File: src/rtl/adc_demo_pkg.sv
// Shared definitions for the ADC demo: ASCII constants and framer state encoding.
package adc_demo_pkg;

  localparam logic [7:0] ASCII_CR = 8'h0D;
  localparam logic [7:0] ASCII_LF = 8'h0A;
  localparam logic [7:0] ASCII_0  = 8'h30;
  localparam logic [7:0] ASCII_A  = 8'h41;

  // SYNC waits for the transmitter to release complete before anything is sent.
  typedef enum logic [1:0] {
    SYNC    = 2'd0,
    IDLE    = 2'd1,
    REQ     = 2'd2,
    RELEASE = 2'd3
  } framer_state_t;

endpackage

File: src/rtl/hex_nibble_to_ascii.sv
// Combinational map of a 4-bit value to its uppercase ASCII hex digit.
module hex_nibble_to_ascii
  import adc_demo_pkg::*;
(
  input  logic [3:0] nibble,
  output logic [7:0] ascii
);

  // 0..9 map onto '0'..'9', 10..15 onto 'A'..'F'.
  always_comb begin
    if (nibble < 4'd10) begin
      ascii = ASCII_0 + {4'd0, nibble};
    end else begin
      ascii = ASCII_A + {4'd0, nibble} - 8'd10;
    end
  end

endmodule

File: src/rtl/adc_sample_hex_framer.sv
// Turns one ADC sample into an ASCII hex frame (optionally CR LF terminated)
// and feeds it byte by byte to the serial transmitter's request/complete handshake.
module adc_sample_hex_framer
  import adc_demo_pkg::*;
#(
  parameter int SAMPLE_WIDTH = 12,
  parameter bit APPEND_CRLF  = 1'b1
) (
  input  logic                    clock,
  input  logic                    reset,
  input  logic                    sampleValid,
  input  logic [SAMPLE_WIDTH-1:0] sampleData,
  output logic                    sampleReady,
  output logic [7:0]              txData,
  output logic                    txRequest,
  input  logic                    txComplete,
  output logic                    busy,
  output logic [7:0]              droppedCount
);

  localparam int         DIGITS     = (SAMPLE_WIDTH + 3) / 4;
  localparam int         HEX_W      = DIGITS * 4;
  localparam int         LAST_INDEX = DIGITS - 1 + 2 * int'(APPEND_CRLF);
  localparam logic [3:0] LAST_IDX   = 4'(LAST_INDEX);
  localparam logic [3:0] CR_IDX     = 4'(DIGITS);

  framer_state_t    state_q, state_d;
  logic [HEX_W-1:0] sample_q, sample_d;
  logic [3:0]       char_idx_q, char_idx_d;
  logic [7:0]       dropped_q, dropped_d;
  logic             tx_req_q, tx_req_d;
  logic [7:0]       tx_data_q, tx_data_d;
  logic             ready_q, ready_d;
  logic             busy_q, busy_d;

  logic [3:0]       nib_arr [DIGITS];
  logic [3:0]       nibble_sel;
  logic [7:0]       hex_char;
  logic [7:0]       char_byte;

  // Split the (next) captured sample into digits, most significant first.
  for (genvar gi = 0; gi < DIGITS; gi++) begin : g_nib
    assign nib_arr[gi] = sample_d[4*(DIGITS-1-gi) +: 4];
  end

  // Pick the digit addressed by the next character index.
  always_comb begin
    nibble_sel = 4'd0;
    for (int i = 0; i < DIGITS; i++) begin
      if (char_idx_d == 4'(i)) nibble_sel = nib_arr[i];
    end
  end

  hex_nibble_to_ascii u_hex (
    .nibble (nibble_sel),
    .ascii  (hex_char)
  );

  // Character for the next index: hex digit, then CR, then LF.
  always_comb begin
    if (char_idx_d < CR_IDX) begin
      char_byte = hex_char;
    end else if (char_idx_d == CR_IDX) begin
      char_byte = ASCII_CR;
    end else begin
      char_byte = ASCII_LF;
    end
  end

  // Next-state, capture and drop-counter logic.
  always_comb begin
    state_d    = state_q;
    sample_d   = sample_q;
    char_idx_d = char_idx_q;
    dropped_d  = dropped_q;
    unique case (state_q)
      SYNC: begin
        if (!txComplete) state_d = IDLE;
      end
      IDLE: begin
        if (sampleValid) begin
          sample_d   = HEX_W'(sampleData);
          char_idx_d = 4'd0;
          state_d    = REQ;
        end
      end
      REQ: begin
        if (txComplete) state_d = RELEASE;
      end
      RELEASE: begin
        if (!txComplete) begin
          if (char_idx_q == LAST_IDX) begin
            state_d = IDLE;
          end else begin
            char_idx_d = char_idx_q + 4'd1;
            state_d    = REQ;
          end
        end
      end
      default: state_d = SYNC;
    endcase
    // Samples offered while not ready are rejected; SYNC rejects silently.
    if (sampleValid && !ready_q && (state_q != SYNC) && (dropped_q != 8'hFF)) begin
      dropped_d = dropped_q + 8'd1;
    end
  end

  // Outputs are registered decodes of the next state so they change on the deciding edge.
  always_comb begin
    ready_d   = (state_d == IDLE);
    busy_d    = (state_d != IDLE);
    tx_req_d  = (state_d == REQ);
    tx_data_d = tx_req_d ? char_byte : tx_data_q;
  end

  // State and output registers with synchronous reset.
  always_ff @(posedge clock) begin
    if (reset) begin
      state_q    <= SYNC;
      sample_q   <= '0;
      char_idx_q <= 4'd0;
      dropped_q  <= 8'd0;
      tx_req_q   <= 1'b0;
      tx_data_q  <= 8'h00;
      ready_q    <= 1'b0;
      busy_q     <= 1'b1;
    end else begin
      state_q    <= state_d;
      sample_q   <= sample_d;
      char_idx_q <= char_idx_d;
      dropped_q  <= dropped_d;
      tx_req_q   <= tx_req_d;
      tx_data_q  <= tx_data_d;
      ready_q    <= ready_d;
      busy_q     <= busy_d;
    end
  end

  assign sampleReady  = ready_q;
  assign txData       = tx_data_q;
  assign txRequest    = tx_req_q;
  assign busy         = busy_q;
  assign droppedCount = dropped_q;

endmodule

File: config.mk
export PLATFORM = sky130hd
export DESIGN_NAME = adc_sample_hex_framer
export DESIGN_NICKNAME = d
export VERILOG_FILES = /design/src/rtl/adc_demo_pkg.sv /design/src/rtl/hex_nibble_to_ascii.sv /design/src/rtl/adc_sample_hex_framer.sv
export SDC_FILE = /design/constraint.sdc
export NUM_CORES = 1
export LEC_CHECK = 0
export CAP_MARGIN = 0
export CORE_MARGIN = 2
export CORE_UTILIZATION = 45
export DETAILED_ROUTE_END_ITERATION = 8
export PLACE_DENSITY_LB_ADDON = 0.08
export SETUP_SLACK_MARGIN = 0.4
export SKIP_LAST_GASP = 1
export SYNTH_ARGS = -nofsm -noshare
export SYNTH_HDL_FRONTEND = slang
export SYNTH_SLANG_ARGS = --single-unit
File: constraint.sdc
create_clock -name clock -period 2.8 [get_ports clock]
set_clock_uncertainty 0.05 [all_clocks]
set_input_delay 0.28 -clock clock [delete_from_list [all_inputs] [get_ports clock]]
set_output_delay 0.28 -clock clock [all_outputs]
set_load 0.005 [all_outputs]
==> run metrics <==
maximum clock path buffer count=2; CORE AREA=~4100 µm²; via count normalized by instance count=5.58; maximum fanout encountered on the critical timing path=15; worst setup path class=flop to flop; final layout net count=about 320; filler instances=350; leakage power total=a little under 0.001 µW; most area-consuming cells after synthesis=sky130_fd_sc_hd__dfxtp_1 (37%), sky130_fd_sc_hd__nand2_1 (7.3%), sky130_fd_sc_hd__a21oi_1 (6.6%); number of DRC violations after detailed routing=0; clock tree root driver cell=sky130_fd_sc_hd__clkbuf_8; number of nets in the synthesized netlist=between 200 and 300; number of distinct standard cells referenced by the synthesized netlist=53; final critical-path share of the clock period=84.6%; clock tree from TritonCTS=done; wire length reported by the detailed router=4990 µm; final core occ=around two thirds; iteration-0 DRC count of the detailed router=131; number of sinks driven by the clock tree=36; Main synth FF type=sky130_fd_sc_hd__dfxtp_1; RSZ-0062 raised after global routing=true; die width=70.0 µm; DP Wirelength=around 3300 µm; Async SR Flop Fraction=0%; layout cell share with drive strength beyond 1=20.1%; Achievable Freq=between 400 and 500 MHz; layout-stage area growth over the synthesis result=37.5%; Synth Instances=246; Hold/Removal Path Class=primary input to flop; cell count after placement=329; synth warn=0; Post-Synthesis Cell Area=1960 µm²; largest area contributor in the netlist=sky130_fd_sc_hd__dfxtp_1; effective utilization at floorplan=47.9%; Detail Route met3 WL=272 µm; max-slew violation count=0; synthesized flop and latch total=36; first-pass GRT wire length=7940 µm; count of standard-cell rows=23; number of enable-type register cells in the synthesized netlist=0; Total Die Area=between 4000 and 5000 µm²; data arrival time of the critical path=2.53 ns; number of nets with antenna violations after detailed routing=0; max-cap viol count=0; deepest level of the CTS H-tree=2; startpoint type of the worst setup path=flop; insertion delay of the later-clocked pin in the worst-skew pair=0.29 ns; global placement routability congestion=0.897; count of non-filler cells in the finished layout=344; all-layer global routing usage=19.9%; result of the run=finished clean; routed wire length on met2=approximately 2300 µm; Mapped Avg Cell Area=7.96 µm²; uppermost routed layer=met4; Fin. Hold Viols=0; Die Span Y=70.0 µm; time the final worst path needs with I/O delays and setup=2.37 ns; maximum number of pins on one net before global-route repair=19; diodes inserted=0; Data required, critical path=2.96 ns; sequential area share after synthesis=around 37%; number of placed I/O pins=35; number of hold-repair buffers added at the cts stage=0; total clock buffers created by CTS=5; antenna violations before repair=0; Rel. slew slack=52.5%; category of the worst setup path capture point=flop; count of buffers from port buffering=33; routed metal-1 wire length=2370 µm; Setup violations, final=0; Clock Pin Slew Worst Setup and Hold Paths=0.07 ns; worst IR drop on VDD=268 µV; power per standard cell area=419 nW/µm²; Slew @ Worst Pin=0.710 ns; via count of the first global-routing pass=1676; first drt pass iteration count=4; total number of vias=1920; fraction of post-synthesis cell area in the top cell type by area=a little under two fifths; average wire per standard cell=around 15 µm; total power=1130 µW; total gr overflow=0
power breakdown:
part	internal (µW)	switching (µW)	total (µW)
sequential	537	19.2	557
clock	160	168	328
combinational	126	117	243
total	823	304	1130
state kept, by name, summed over array words and instances (netlist names):
name          count
droppedCount      8
txRequest         1
sampleReady       1
txData            7
sample_q         12
char_idx_q        4
busy              1
state_q           2
metal layers:
metal  track usage [%]  up-vias
li1                  -      976
met1              28.4      874
met2              30.1       59
met3              4.91       11
met4              5.13        0
met5                 0        -
layout make-up:
cell class | instances | area (µm²) | area share [%]
multi-input cells | 189 | 1280 | 47.4
flip-flops and latches | 36 | 731 | 27.1
repair buffers | 56 | 526 | 19.5
clock buffers | 5 | 68.8 | 2.55
well taps | 50 | 62.6 | 2.32
inverters | 8 | 30.0 | 1.11
kinds of logic after synthesis:
logic type / after synthesis / share of synthesized area [%]
adders and majority gates: 4 / 2.55
xor gates and xnor gates: 7 / 3.13
DFF: 36 / 36.8
muxes: 4 / 2.11
and+or+nand+nor: 101 / 25.2
other: 1 / 0.191
AOI/OAI and AO/OA: 72 / 25.4
buffers and inverters: 21 / 4.73
cell usage after synthesis, types with 2 or more instances:
cell and count:
sky130_fd_sc_hd__dfxtp_1 36, sky130_fd_sc_hd__a21o_1 2, sky130_fd_sc_hd__nand2_1 38, sky130_fd_sc_hd__a211oi_1 3, sky130_fd_sc_hd__o21ai_0 11, sky130_fd_sc_hd__a31oi_1 4, sky130_fd_sc_hd__nand3_1 7, sky130_fd_sc_hd__nor3_1 2
sky130_fd_sc_hd__and3b_1 4, sky130_fd_sc_hd__o21a_1 2, sky130_fd_sc_hd__xor2_1 3, sky130_fd_sc_hd__inv_1 8, sky130_fd_sc_hd__nor2b_1 4, sky130_fd_sc_hd__nor4_1 2, sky130_fd_sc_hd__mux2i_1 3, sky130_fd_sc_hd__nor2_1 23
sky130_fd_sc_hd__or3b_1 2, sky130_fd_sc_hd__nand3b_1 3, sky130_fd_sc_hd__or3_1 2, sky130_fd_sc_hd__nor3b_1 2, sky130_fd_sc_hd__ha_1 4, sky130_fd_sc_hd__xnor2_1 4, sky130_fd_sc_hd__clkbuf_1 8, sky130_fd_sc_hd__o311a_1 2
sky130_fd_sc_hd__nand4_1 5, sky130_fd_sc_hd__o21ai_1 6, sky130_fd_sc_hd__buf_2 2, sky130_fd_sc_hd__a21oi_1 26, sky130_fd_sc_hd__buf_4 3, sky130_fd_sc_hd__and2_1 2
per-stage QoR:
step / cell area, µm² / TNS (ns) / hold slack (ns) / setup slack [ns]
floorplan: 1970 / 0 / 0.314 / 0.406
global placement: 2390 / 0 / 0.390 / 0.0199
detailed placement: 2390 / -0.00671 / 0.392 / -0.00671
CTS: 2550 / 0 / 0.403 / 0.377
global route: 2690 / 0 / 0.422 / 0.332
finish: 2690 / 0 / 0.384 / 0.432
layout by cell type, fill, tap and decap left out, types with 2 or more instances in the layout:
master,instances
sky130_fd_sc_hd__dfxtp_2,2
sky130_fd_sc_hd__o21ai_0,10
sky130_fd_sc_hd__nand3_1,7
sky130_fd_sc_hd__xor2_1,3
sky130_fd_sc_hd__and2_1,2
sky130_fd_sc_hd__o21ai_2,4
sky130_fd_sc_hd__nand3b_1,3
sky130_fd_sc_hd__dfxtp_4,2
sky130_fd_sc_hd__buf_4,19
sky130_fd_sc_hd__mux2i_1,2
sky130_fd_sc_hd__nor2b_1,3
sky130_fd_sc_hd__o21a_1,2
sky130_fd_sc_hd__and3b_2,3
sky130_fd_sc_hd__inv_2,2
sky130_fd_sc_hd__o21ai_1,3
sky130_fd_sc_hd__clkdlybuf4s50_1,31
sky130_fd_sc_hd__nor2_1,23
sky130_fd_sc_hd__ha_1,3
sky130_fd_sc_hd__or3_1,2
sky130_fd_sc_hd__a21o_1,2
sky130_fd_sc_hd__a211oi_1,3
sky130_fd_sc_hd__xnor2_1,4
sky130_fd_sc_hd__a21oi_1,26
sky130_fd_sc_hd__nor3_1,2
sky130_fd_sc_hd__nand4_1,5
sky130_fd_sc_hd__inv_1,6
sky130_fd_sc_hd__a31oi_1,4
sky130_fd_sc_hd__dfxtp_1,32
sky130_fd_sc_hd__or3b_1,2
sky130_fd_sc_hd__nor3b_1,2
sky130_fd_sc_hd__clkbuf_8,5
sky130_fd_sc_hd__nand2_1,38
worst max-delay path: stages (launching register included):
cell and delay, ns:
sky130_fd_sc_hd__dfxtp_4 0.38, sky130_fd_sc_hd__and3b_2 0.28, sky130_fd_sc_hd__buf_4 0.18, sky130_fd_sc_hd__buf_4 0.18, sky130_fd_sc_hd__nand2_1 0.12, sky130_fd_sc_hd__o211ai_1 0.10, sky130_fd_sc_hd__and4b_2 0.28, sky130_fd_sc_hd__o311a_1 0.37
sky130_fd_sc_hd__a21o_1 0.18, sky130_fd_sc_hd__a31oi_1 0.15
worst paths after layout:
check	cells past startpoint	slack [ns]	end	start
setup / recovery	9	0.43	txData[2]	state_q[1]
hold / removal	4	0.38	sampleReady	sampleValid
setup reg to reg	9	0.43	txData[2]	state_q[1]
hold reg to reg	2	0.40	txData[4]	txData[4]
timing repair:
action,CTS,global route
endpoints found under the setup margin,7,7
endpoints found under the hold margin,0,0
setup buffers,2,8
pin swaps,6,13
gates resized for setup,17,16
No activity file was read; power rests on OpenSTA's default activity.
